==> config.mk <==
export PLATFORM = sky130hd
export DESIGN_NAME = lcd_hex_dbg_multi
export DESIGN_NICKNAME = d
export VERILOG_FILES = /design/src/rtl/lcd_dbg_pkg.sv /design/src/rtl/lcd_nibble_tx.sv /design/src/rtl/lcd_hex_dbg_multi.sv
export SDC_FILE = /design/constraint.sdc
export NUM_CORES = 1
export LEC_CHECK = 0
export ABC_CLOCK_PERIOD_IN_PS = 3400
export CORE_ASPECT_RATIO = 1.75
export CORE_MARGIN = 2
export CORE_UTILIZATION = 53
export CTS_BUF_LIST = sky130_fd_sc_hd__clkbuf_8 sky130_fd_sc_hd__clkbuf_16
export CTS_CLUSTER_DIAMETER = 30
export DETAILED_ROUTE_END_ITERATION = 6
export PLACE_DENSITY = 0.85
export SETUP_SLACK_MARGIN = 0.5
export SLEW_MARGIN = 20
export SYNTH_ARGS = -nofsm -noshare
export SYNTH_HDL_FRONTEND = slang
export SYNTH_SLANG_ARGS = --single-unit
==> constraint.sdc <==
create_clock -name qzt_clk -period 3.4 [get_ports qzt_clk]
set_input_delay 1.02 -clock qzt_clk [delete_from_list [all_inputs] [get_ports qzt_clk]]
set_output_delay 1.02 -clock qzt_clk [all_outputs]
set_load 0.03 [all_outputs]
==> src/rtl/lcd_dbg_pkg.sv <==
// Shared types and constants for the multi-channel HD44780 debug readout.
//   lcd_state_e : top-level sequencer states
//   lcd_phase_e : per-item phase inside a sending state (upper nibble, lower nibble, wait)
//   tx_state_e  : nibble transmitter timing states
//   hex2ascii   : 4-bit value to upper-case ASCII hex digit
package lcd_dbg_pkg;

  typedef enum logic [2:0] {
    StPwrWait,
    StInitNib,
    StCfg,
    StClrWait,
    StIdle,
    StSetAddr,
    StWrChar
  } lcd_state_e;

  typedef enum logic [1:0] {
    PhHi,
    PhLo,
    PhWait
  } lcd_phase_e;

  typedef enum logic [1:0] {
    TxIdle,
    TxSetup,
    TxHigh,
    TxHold
  } tx_state_e;

  localparam logic [7:0] CMD_FUNC_SET  = 8'h28;  // 4-bit bus, 2 lines, 5x8 font
  localparam logic [7:0] CMD_ENTRY     = 8'h06;  // increment, no shift
  localparam logic [7:0] CMD_DISP_ON   = 8'h0C;  // display on, cursor off
  localparam logic [7:0] CMD_CLEAR     = 8'h01;
  localparam logic [7:0] CMD_SET_ADDR  = 8'h80;  // DDRAM address 0

  localparam logic [7:0] CHAR_SPACE = 8'h20;
  localparam logic [7:0] CHAR_DASH  = 8'h2D;
  localparam logic [7:0] CHAR_QMARK = 8'h3F;

  function automatic logic [7:0] hex2ascii(input logic [3:0] n);
    if (n <= 4'd9) begin
      return 8'h30 + {4'h0, n};
    end
    return 8'h37 + {4'h0, n};
  endfunction

endpackage

==> src/rtl/lcd_nibble_tx.sv <==
// Single-nibble HD44780 write strobe generator.
// A request is taken when idle, or in the final hold cycle (done_o) so that the lower nibble of a
// byte follows the upper one with no gap. Timing: data/RS valid PULSE_CYC cycles, E high PULSE_CYC
// cycles, then E low with data held PULSE_CYC cycles. Data and RS return to 0 when idle.
//   clk_i, rst_ni : clock, asynchronous active-low reset
//   start_i       : request a nibble write (nib_i, rs_i sampled with it)
//   e_o, rs_o     : registered E and RS
//   data_o        : registered DB7..DB4
//   done_o        : high in the last hold cycle of a nibble
module lcd_nibble_tx
  import lcd_dbg_pkg::*;
#(
  parameter int unsigned PULSE_CYC = 16
) (
  input  logic       clk_i,
  input  logic       rst_ni,
  input  logic       start_i,
  input  logic [3:0] nib_i,
  input  logic       rs_i,
  output logic       e_o,
  output logic       rs_o,
  output logic [3:0] data_o,
  output logic       done_o
);

  localparam int unsigned CW = (PULSE_CYC > 1) ? $clog2(PULSE_CYC) : 1;

  tx_state_e   st_q;
  logic [CW-1:0] cnt_q;
  logic        e_q;
  logic        rs_q;
  logic [3:0]  data_q;
  logic        last;

  assign last   = (cnt_q == CW'(PULSE_CYC - 1));
  assign done_o = (st_q == TxHold) && last;
  assign e_o    = e_q;
  assign rs_o   = rs_q;
  assign data_o = data_q;

  always_ff @(posedge clk_i or negedge rst_ni) begin
    if (!rst_ni) begin
      st_q   <= TxIdle;
      cnt_q  <= '0;
      e_q    <= 1'b0;
      rs_q   <= 1'b0;
      data_q <= 4'h0;
    end else begin
      unique case (st_q)
        TxIdle: begin
          if (start_i) begin
            data_q <= nib_i;
            rs_q   <= rs_i;
            cnt_q  <= '0;
            st_q   <= TxSetup;
          end
        end
        TxSetup: begin
          if (last) begin
            cnt_q <= '0;
            e_q   <= 1'b1;
            st_q  <= TxHigh;
          end else begin
            cnt_q <= cnt_q + 1'b1;
          end
        end
        TxHigh: begin
          if (last) begin
            cnt_q <= '0;
            e_q   <= 1'b0;
            st_q  <= TxHold;
          end else begin
            cnt_q <= cnt_q + 1'b1;
          end
        end
        TxHold: begin
          if (last) begin
            cnt_q <= '0;
            if (start_i) begin
              data_q <= nib_i;
              rs_q   <= rs_i;
              st_q   <= TxSetup;
            end else begin
              data_q <= 4'h0;
              rs_q   <= 1'b0;
              st_q   <= TxIdle;
            end
          end else begin
            cnt_q <= cnt_q + 1'b1;
          end
        end
        default: st_q <= TxIdle;
      endcase
    end
  end

endmodule

==> src/rtl/lcd_hex_dbg_multi.sv <==
// Multi-channel HD44780 (4-bit) debug readout. After power-on init, line 1 is refreshed forever
// as "LL VVVV": channel label, space, selected channel value in upper-case hex, MSB first.
// Optional macro LCD_SEL_CHANGE_EN: a change of ch_sel restarts the display without waiting for
// the refresh period (immediately when idle, at frame end when seen mid-frame).
//   qzt_clk, rst_n : clock, asynchronous active-low reset
//   ch_data        : CHANNELS values of DATA_W bits, channel 0 in the LSBs
//   ch_sel         : channel select; values >= CHANNELS show "?? ----"
//   lcd_flags      : bit0 = E, bit1 = RS
//   lcd_data       : DB7..DB4
//   init_done      : high once init completes
//   frame_done     : one-cycle pulse after the last character of a frame
module lcd_hex_dbg_multi
  import lcd_dbg_pkg::*;
#(
  parameter int unsigned            CHANNELS    = 4,
  parameter int unsigned            DATA_W      = 16,
  parameter logic [CHANNELS*16-1:0] LABELS      = "PCSPABHL",
  parameter int unsigned            PWR_CYC     = 753664,
  parameter int unsigned            INIT_CYC    = 212960,
  parameter int unsigned            CMD_CYC     = 8176,
  parameter int unsigned            CLR_CYC     = 98304,
  parameter int unsigned            PULSE_CYC   = 16,
  parameter int unsigned            REFRESH_CYC = 1048576,
  localparam int unsigned           SEL_W       = (CHANNELS > 1) ? $clog2(CHANNELS) : 1
) (
  input  logic                         qzt_clk,
  input  logic                         rst_n,
  input  logic [CHANNELS*DATA_W-1:0]   ch_data,
  input  logic [SEL_W-1:0]             ch_sel,
  output logic [1:0]                   lcd_flags,
  output logic [3:0]                   lcd_data,
  output logic                         init_done,
  output logic                         frame_done
);

  localparam int unsigned NDIG  = DATA_W / 4;
  localparam int unsigned NCHAR = 3 + NDIG;

  lcd_state_e        state_q;
  lcd_phase_e        ph_q;
  logic              issued_q;  // current nibble already handed to the transmitter
  logic [3:0]        idx_q;
  logic [31:0]       cnt_q;
  logic              init_done_q;
  logic              frame_done_q;
  logic [15:0]       lab_q;
  logic [DATA_W-1:0] val_q;
  logic              oor_q;
`ifdef LCD_SEL_CHANGE_EN
  logic [SEL_W-1:0]  sel_q;
`endif

  // Live channel selection; only sampled at the start of SET_ADDR.
  logic              sel_ok;
  logic [DATA_W-1:0] sel_val;
  logic [15:0]       sel_lab;

  always_comb begin
    sel_ok  = 1'b0;
    sel_val = '0;
    sel_lab = {CHAR_QMARK, CHAR_QMARK};
    for (int unsigned c = 0; c < CHANNELS; c++) begin
      if (32'(ch_sel) == c) begin
        sel_ok  = 1'b1;
        sel_val = ch_data[c*DATA_W +: DATA_W];
        sel_lab = LABELS[(CHANNELS-1-c)*16 +: 16];
      end
    end
  end

  // Character for position idx_q of the frame.
  logic [3:0]        dig;
  logic [DATA_W-1:0] val_sh;
  logic [7:0]        char_byte;

  always_comb begin
    dig    = idx_q - 4'd3;
    val_sh = val_q << {dig, 2'b00};
    if (idx_q == 4'd0) begin
      char_byte = lab_q[15:8];
    end else if (idx_q == 4'd1) begin
      char_byte = lab_q[7:0];
    end else if (idx_q == 4'd2) begin
      char_byte = CHAR_SPACE;
    end else if (oor_q) begin
      char_byte = CHAR_DASH;
    end else begin
      char_byte = hex2ascii(val_sh[DATA_W-1 -: 4]);
    end
  end

  // Item currently being sent; single nibbles travel in the upper half of cur_byte.
  logic [7:0]  cur_byte;
  logic        cur_rs;
  logic        cur_single;
  logic        sending;
  logic [31:0] wait_len;

  always_comb begin
    cur_byte   = CMD_SET_ADDR;
    cur_rs     = 1'b0;
    cur_single = 1'b0;
    sending    = 1'b0;
    wait_len   = 32'(CMD_CYC);
    unique case (state_q)
      StInitNib: begin
        sending    = 1'b1;
        cur_single = 1'b1;
        cur_byte   = (idx_q == 4'd3) ? 8'h20 : 8'h30;
        if (idx_q == 4'd0) wait_len = 32'(INIT_CYC);
      end
      StCfg: begin
        sending = 1'b1;
        unique case (idx_q[1:0])
          2'd0: cur_byte = CMD_FUNC_SET;
          2'd1: cur_byte = CMD_ENTRY;
          2'd2: cur_byte = CMD_DISP_ON;
          2'd3: cur_byte = CMD_CLEAR;
        endcase
      end
      StSetAddr: sending = 1'b1;
      StWrChar: begin
        sending  = 1'b1;
        cur_rs   = 1'b1;
        cur_byte = char_byte;
      end
      default: ;
    endcase
  end

  logic       tx_start;
  logic [3:0] tx_nib;
  logic       tx_e;
  logic       tx_rs;
  logic       tx_done;

  // Lower nibble is requested in the upper nibble's done cycle so the two run back to back.
  assign tx_start = sending && (ph_q == PhHi) && (!issued_q || (tx_done && !cur_single));
  assign tx_nib   = issued_q ? cur_byte[3:0] : cur_byte[7:4];

  lcd_nibble_tx #(
    .PULSE_CYC(PULSE_CYC)
  ) u_tx (
    .clk_i  (qzt_clk),
    .rst_ni (rst_n),
    .start_i(tx_start),
    .nib_i  (tx_nib),
    .rs_i   (cur_rs),
    .e_o    (tx_e),
    .rs_o   (tx_rs),
    .data_o (lcd_data),
    .done_o (tx_done)
  );

  assign lcd_flags  = {tx_rs, tx_e};
  assign init_done  = init_done_q;
  assign frame_done = frame_done_q;

  always_ff @(posedge qzt_clk or negedge rst_n) begin
    if (!rst_n) begin
      state_q      <= StPwrWait;
      ph_q         <= PhHi;
      issued_q     <= 1'b0;
      idx_q        <= '0;
      cnt_q        <= '0;
      init_done_q  <= 1'b0;
      frame_done_q <= 1'b0;
      lab_q        <= '0;
      val_q        <= '0;
      oor_q        <= 1'b0;
`ifdef LCD_SEL_CHANGE_EN
      sel_q        <= '0;
`endif
    end else begin
      frame_done_q <= 1'b0;
      unique case (state_q)
        StPwrWait: begin
          if (cnt_q == 32'(PWR_CYC - 1)) begin
            state_q  <= StInitNib;
            idx_q    <= '0;
            ph_q     <= PhHi;
            issued_q <= 1'b0;
            cnt_q    <= '0;
          end else begin
            cnt_q <= cnt_q + 32'd1;
          end
        end
        StClrWait: begin
          if (cnt_q == 32'(CLR_CYC - 1)) begin
            init_done_q <= 1'b1;
            state_q     <= StSetAddr;
            ph_q        <= PhHi;
            issued_q    <= 1'b0;
            cnt_q       <= '0;
          end else begin
            cnt_q <= cnt_q + 32'd1;
          end
        end
        StIdle: begin
`ifdef LCD_SEL_CHANGE_EN
          if (ch_sel != sel_q) begin
            state_q  <= StSetAddr;
            ph_q     <= PhHi;
            issued_q <= 1'b0;
            cnt_q    <= '0;
          end else
`endif
          if (cnt_q == 32'(REFRESH_CYC - 1)) begin
            state_q  <= StSetAddr;
            ph_q     <= PhHi;
            issued_q <= 1'b0;
            cnt_q    <= '0;
          end else begin
            cnt_q <= cnt_q + 32'd1;
          end
        end
        StInitNib, StCfg, StSetAddr, StWrChar: begin
          // Snapshot on the first cycle of SET_ADDR so a frame never mixes old and new data.
          if (state_q == StSetAddr && ph_q == PhHi && !issued_q) begin
            lab_q <= sel_lab;
            val_q <= sel_val;
            oor_q <= !sel_ok;
`ifdef LCD_SEL_CHANGE_EN
            sel_q <= ch_sel;
`endif
          end
          unique case (ph_q)
            PhHi: begin
              if (!issued_q) begin
                issued_q <= 1'b1;
              end else if (tx_done) begin
                if (cur_single) begin
                  ph_q  <= PhWait;
                  cnt_q <= '0;
                end else begin
                  ph_q <= PhLo;
                end
              end
            end
            PhLo: begin
              if (tx_done) begin
                ph_q  <= PhWait;
                cnt_q <= '0;
              end
            end
            PhWait: begin
              if (cnt_q == wait_len - 32'd1) begin
                cnt_q    <= '0;
                ph_q     <= PhHi;
                issued_q <= 1'b0;
                idx_q    <= idx_q + 4'd1;
                if (state_q == StInitNib && idx_q == 4'd3) begin
                  state_q <= StCfg;
                  idx_q   <= '0;
                end else if (state_q == StCfg && idx_q == 4'd3) begin
                  state_q <= StClrWait;
                  idx_q   <= '0;
                end else if (state_q == StSetAddr) begin
                  state_q <= StWrChar;
                  idx_q   <= '0;
                end else if (state_q == StWrChar && idx_q == 4'(NCHAR - 1)) begin
                  idx_q        <= '0;
                  frame_done_q <= 1'b1;
`ifdef LCD_SEL_CHANGE_EN
                  state_q <= (ch_sel != sel_q) ? StSetAddr : StIdle;
`else
                  state_q <= StIdle;
`endif
                end
              end else begin
                cnt_q <= cnt_q + 32'd1;
              end
            end
            default: ph_q <= PhHi;
          endcase
        end
        default: state_q <= StPwrWait;
      endcase
    end
  end

endmodule
Word level (Yosys, flattened, before mapping)
Index checks and enable logic that the tools add are counted.
{"block": "totals", "register_bits": 89, "input_bits": 68, "wordCells": 205}
{"block": "classes", "n_addsub": 7, "n_lt_le_gt_ge": 1, "n_eq_ne": 43, "shift": 1, "muxes": 103, "reduce_logical": 35}
{"operator": "$mux W32", "count": 8}
{"operator": "$pmux W32 S4", "count": 1}
{"operator": "$mux W16", "count": 7}
{"operator": "$pmux W32 S3", "count": 1}
{"operator": "$eq A32 B20 Y1 const B", "count": 2}
{"operator": "$mux W4", "count": 13}
{"operator": "$mux W8", "count": 6}
{"operator": "$mux W18", "count": 2}
{"operator": "$add A32 B1 Y32 const B", "count": 1}
{"operator": "$eq A32 B17 Y1 const B", "count": 1}
{"operator": "$eq A32 B32 Y1", "count": 1}
{"operator": "$pmux W8 S4", "count": 1}
{"operator": "$sub A32 B1 Y32 const B", "count": 1}
{"operator": "$mux W1", "count": 29}
{"operator": "$mux W3", "count": 9}
{"operator": "$mux W2", "count": 12}
{"operator": "$pmux W4 S2", "count": 3}
{"operator": "$pmux W8 S3", "count": 1}
{"operator": "$reduce_and A6 Y1", "count": 3}
{"operator": "$pmux W2 S4", "count": 2}
{"operator": "$shl A16 B6 Y16", "count": 1}
{"operator": "$mux W15", "count": 1}
{"operator": "$ne A3 B3 Y1 const B", "count": 5}
{"operator": "$add A6 B4 Y7 const A", "count": 2}
{"operator": "36 further kinds", "count": 77}

Longest topological paths before layout
{"block": "depth", "depth_word": 18, "mapped_depth": 13, "depth_no_buf": 12}

By module
From an unflattened synthesis, not the netlist that was laid out.
{"block": "hier_totals", "hier_cells": 652, "hier_area_um2": 5591.6}
{"module": "lcd_hex_dbg_multi", "n_inst": 1, "cells_each": 580, "area_per_inst_um2": 4859.7}
{"module": "lcd_nibble_tx", "n_inst": 1, "cells_each": 72, "area_per_inst_um2": 732.0}

Worst setup path after synthesis
Ideal clock, no wire load.
{"block": "synth_timing", "path_kind": "reg-to-reg", "start": "register idx_q[0]", "end": "register u_tx.data_q[0], in the netlist u_tx.data_o[0]", "arrival_time_ps": 2971, "path_slack_ps": 333, "stages_incl_launch_ff": 13, "n_path_buf": 1, "path_cell_list": "dfrtp_1 -> clkbuf_1 -> inv_1 -> ha_1 -> mux4_2 -> o21ai_0 -> ha_1 -> nor2_1 -> o21ai_0 -> o21ba_2 -> a2111oi_0 -> nor4_1 -> o31ai_1"}
{"block": "synth_between", "elab_chain_cells": 18, "word_cells_on_any_way": 32}
{"element": "start, declared", "line": "lcd_hex_dbg_multi.sv:42", "text": "logic [3:0] idx_q;"}
{"element": "start signal, assigned", "line": "lcd_hex_dbg_multi.sv:251", "text": "idx_q <= idx_q + 4'd1;"}
{"element": "$sub A4 B2 Y4", "line": "lcd_hex_dbg_multi.sv:77", "text": "dig = idx_q - 4'd3;"}
{"element": "$shl A16 B6 Y16", "line": "lcd_hex_dbg_multi.sv:78", "text": "val_sh = val_q << {dig, 2'b00};"}
{"element": "$le A4 B4 Y1", "line": "lcd_dbg_pkg.sv:42", "text": "if (n <= 4'd9) begin"}
{"element": "$mux W1", "line": "lcd_dbg_pkg.sv:42"}
{"element": "$mux W1", "line": "lcd_hex_dbg_multi.sv:85", "text": "end else if (oor_q) begin"}
{"element": "$mux W1", "line": "lcd_hex_dbg_multi.sv:83", "text": "end else if (idx_q == 4'd2) begin"}
{"element": "$mux W1", "line": "lcd_hex_dbg_multi.sv:81", "text": "end else if (idx_q == 4'd1) begin"}
{"element": "$mux W1", "line": "lcd_hex_dbg_multi.sv:79", "text": "if (idx_q == 4'd0) begin"}
{"element": "[... 2 more ...]"}
{"element": "$mux W8", "line": "lcd_hex_dbg_multi.sv:83"}
{"element": "$mux W8", "line": "lcd_hex_dbg_multi.sv:81"}
{"element": "$mux W8", "line": "lcd_hex_dbg_multi.sv:79"}
{"element": "$pmux W8 S3 *", "line": "lcd_hex_dbg_multi.sv:105", "text": "unique case (state_q)"}
{"element": "$mux W4 *", "line": "lcd_hex_dbg_multi.sv:139", "text": "assign tx_nib = issued_q ? cur_byte[3:0] : cur_byte[7:4];"}
{"element": "$mux W4", "line": "lcd_nibble_tx.sv:79", "text": "if (start_i) begin"}
{"element": "$mux W4", "line": "lcd_nibble_tx.sv:77", "text": "if (last) begin"}
{"element": "$pmux W4 S2 *", "line": "lcd_nibble_tx.sv:49", "text": "unique case (st_q)"}
{"element": "end signal, assigned", "line": "lcd_nibble_tx.sv:52", "text": "data_q <= nib_i;"}
{"element": "end signal, assigned", "line": "lcd_nibble_tx.sv:80", "text": "data_q <= nib_i;"}
{"element": "end, declared", "line": "lcd_nibble_tx.sv:32", "text": "logic [3:0] data_q;"}
Every way passes the cells marked *; elsewhere a longest branch is shown, timed or not. The select of a mux whose other input is x is not followed.
A chain may end at the register's enable or synchronous reset.

Final worst setup path
Ends and elaborated chain as after synthesis.

==> impl_metrics.py <==
metrics = {
    "run_status": {
        "outcome": "finished, final reports clean",
    },
    "clock_tree": {
        "cts_max_level": 3,
        "numCtsBuffers": 9,
        "clock_latency_ns": 0.34,
        "cts_tree": "done",
        "ctsRootBufferMaster": "clkbuf_16",
        "clock_sinks": 80,
        "path_clk_slew_ns": 0.06,
        "cts_hold_buf": 0,
        "clockBufferDepth": 2,
    },
    "sta": {
        "rsz0062_at_grt": "true",
        "hold_violations": 0,
        "worst_slew_pin_slew_ns": 0.985,
        "setup_viol": 0,
        "slew_headroom": 0.344,
        "fin_worst_skew_ns": 0.00622,
        "slew_viol_final": 0,
        "fin_crit_ns": 2.81,
        "fmax_mhz": 356,
        "period_share": 0.827,
        "tns_ns": 0,
    },
    "routing": {
        "postRouteWirelength_um": 14100,
        "avgRoutedWirePerCell_um": 16.8,
        "drtPass1Iterations": 6,
        "drc": 0,
        "drt_iter0_markers": 372,
        "ant_nets": 0,
        "vias_per_cell": 6.04,
        "vias": 5051,
    },
    "floorplan": {
        "die_w_um": 80.1,
        "coreArea_um2": 9850,
        "initial_core_util": 0.545,
        "die_y_um": 137,
        "die_area_um2": 11000,
        "io_pins": 76,
        "placementRows": 48,
    },
    "pwr": {
        "power.density_nw_per_um2": 322,
        "irDropWorstVdd_v": 0.000249,
        "power.internal_mw": 1.70,
        "pwr-share-comb": 0.075,
        "clkPwrFrac": 0.476,
        "swShare": 0.200,
        "switching_power_mw": 0.425,
        "pwr-share-seq": 0.449,
        "power.leakage_nw": 2.77,
    },
    "synthesis": {
        "synthAdderAreaFrac": 0.0582,
        "netlist_instances": 643,
        "netlist_top_cells_count": "dfrtp_1 (80), nand2_1 (76), nor2_1 (64), o21ai_0 (52), a21oi_1 (42)",
        "synth.area.top_cells": "dfrtp_1 (37%), ha_1 (5.8%), nand2_1 (5.3%), o21ai_0 (4.8%), nor2_1 (4.5%)",
        "synth_top_family_by_area": "simple AND/OR/NAND/NOR gates",
        "synth_top_area_share": 0.373,
        "synth_compound_area_frac": 0.189,
        "syn-num-nets": 736,
        "synth_most_common_cell": "dfrtp_1",
        "synth_cell_types": 61,
        "avgSynthCellArea_um2": 8.35,
        "synth_seq_cells": 80,
        "async_flop_share": 1.00,
        "yosysWarnings": 0,
        "yosys.area_share.simple": 0.256,
        "synth_enable_flop_cells": 0,
        "synth_top_area_cell": "dfrtp_1",
        "ys_seq_area_frac": 0.373,
        "synth_mux_area_frac": 0.0247,
        "synth_xor_area_frac": 0.0489,
        "synth_area_um2": 5370,
        "synth_flop_cell": "dfrtp_1",
    },
    "worst_setup_path": {
        "cp.required_ns": 3.62,
        "path_max_fanout": 13,
        "worstPathArrival_ns": 3.03,
        "critPathTopFamily": "simple AND/OR/NAND/NOR gates",
        "cp_num_buf_inv": 1,
        "cp_slowest_cell": "dfrtp_1",
        "start_kind": "flop",
        "path_cells": "buf_4, ha_4, nand2b_1, a21oi_2, or2_2, nand2_1, ha_1, nor2_1, o21ai_0, o21ba_4, xnor2_1, nor4_1, o31ai_1",
        "end_kind": "flop",
        "max_stage_delay_ns": 0.38,
        "path_class": "reg2reg",
    },
    "place": {
        "dp_hpwl_um": 10700,
        "port_buffers": 75,
        "place_congestion": 0.958,
        "dp_cells": 822,
    },
    "final_layout": {
        "multi_input_area_um2": 3140,
        "diodes": 0,
        "seqCellArea_um2": 2000,
        "layout.nets": 801,
        "num-fill-cells": 852,
        "fin_util": 0.669,
        "instances_no_fill": 836,
        "drive_gt1_frac": 0.0731,
        "syn_to_final_growth_pct": 22.6,
    },
    "hold_path": {
        "min_path_type": "reg2reg",
    },
    "global_route": {
        "track_usage": 0.266,
        "antenna_found_initial": 0,
        "grt_overflow": 0,
        "grt_max_degree": 81,
        "grt_pass1_wl_um": 22800,
        "grt_pass1_vias": 5012,
    },
    "job": {
        "max-cap-violations": 0,
    },
}
-- per-stage QoR --
step	worst slack [ns]	instance area, µm²	total power, mW	hold WS (ns)
3_5_place_dp	0.0238	6240	1.13	0.472
6_report	0.589	6590	2.12	0.481
5_1_grt	0.390	6590	2.19	0.494
4_1_cts	0.527	6560	2.14	0.484
3_3_place_gp	0.193	6240	1.13	0.460
2_1_floorplan	0.495	5380	1.02	0.440
-- final timing paths --
path | endpoint | slack, ns | cells past startpoint | start
max | u_tx.data_o[0] | 0.59 | 13 | idx_q[0]
min | val_q[3] | 0.48 | 2 | val_q[3]
max reg2reg | u_tx.data_o[0] | 0.59 | 13 | idx_q[0]
min reg2reg | val_q[3] | 0.48 | 2 | val_q[3]
max in group asynchronous | state_q[0] | 1.88 | 1 | rst_n
min in group asynchronous | cnt_q[13] | 0.85 | 1 | rst_n
-- cells in the final DEF (no fill, tap or decap), drive strengths merged, types with 3 or more instances in the layout --
| cell type | instances |
|---|---|
| a21oi | 42 |
| nand3b | 4 |
| nor4 | 11 |
| inv | 24 |
| o21ai | 52 |
| nand2 | 76 |
| nor2b | 22 |
| nor3 | 32 |
| o21a | 3 |
| a21o | 3 |
| and4 | 3 |
| a221oi | 15 |
| nand2b | 5 |
| xor2 | 11 |
| nand4 | 15 |
| a31oi | 4 |
| xnor2 | 19 |
| o21bai | 4 |
| mux4 | 4 |
| clkbuf | 10 |
| nand3 | 23 |
| buf | 18 |
| ha | 25 |
| o211ai | 3 |
| o31ai | 8 |
| clkdlybuf4s50 | 74 |
| or3b | 3 |
| a22oi | 3 |
| dfrtp | 80 |
| nor2 | 65 |
| and3 | 8 |
| or3 | 5 |
-- flip-flops by register name, summed over array words and instances, names as in the netlist --
| signal | flops |
|---|---|
| oor_q | 1 |
| u_tx.data_o | 4 |
| u_tx.st_q | 2 |
| ph_q | 2 |
| idx_q | 4 |
| frame_done | 1 |
| state_q | 3 |
| init_done | 1 |
| u_tx.cnt_q | 4 |
| u_tx.e_o | 1 |
| cnt_q | 32 |
| u_tx.rs_o | 1 |
| issued_q | 1 |
| lab_q | 7 |
| val_q | 16 |
-- area by class of cell --
type,count,area share
Sequential cell,80,0.304
Tap cell,125,0.0238
Timing Repair Buffer,92,0.135
Inverter,23,0.0131
Clock buffer,10,0.0363
Multi-Input combinational cell,502,0.477
Clock inverter,4,0.0108
-- kinds of logic after synthesis --
group,count (synthesis)
AND/OR/NAND/NOR,279
AO/OA/AOI/OAI,160
flip-flops,80
buffers and inverters,61
XOR/XNOR,30
adder cells (fa/ha/maj),25
multiplexers,8
-- power groups by stage --
stage / clock network [mW] / registers [mW] / logic (mW)
2_1_floorplan: 0 / 0.970 / 0.0522
3_3_place_gp: 0 / 0.969 / 0.157
3_5_place_dp: 0 / 0.969 / 0.161
4_1_cts: 1.02 / 0.952 / 0.162
5_1_grt: 1.06 / 0.952 / 0.177
6_report: 1.01 / 0.952 / 0.160
-- layer usage --
| layer | share of wire | wire [µm] | vias to the layer above | track usage |
|---|---|---|---|---|
| met5 | 0 | 0 | - | 0 |
| met4 | 0.038 | 538 | 0 | 0.134 |
| met3 | 0.042 | 596 | 43 | 0.0383 |
| met2 | 0.56 | 7940 | 193 | 0.510 |
| met1 | 0.36 | 5000 | 2385 | 0.271 |
| li1 | - | - | 2430 | - |
-- tightest hold or removal path, cell delays in order, from the launching register on --
cell     delay (ns)
dfrtp_1        0.34
nand2_1        0.05
o21ai_0        0.06
-- what timing repair did --
item,CTS,global route
setup buffers,0,0
endpoints found under the setup margin,16,33
gates resized for setup,4,6
Power figures use the tool's default switching activity.
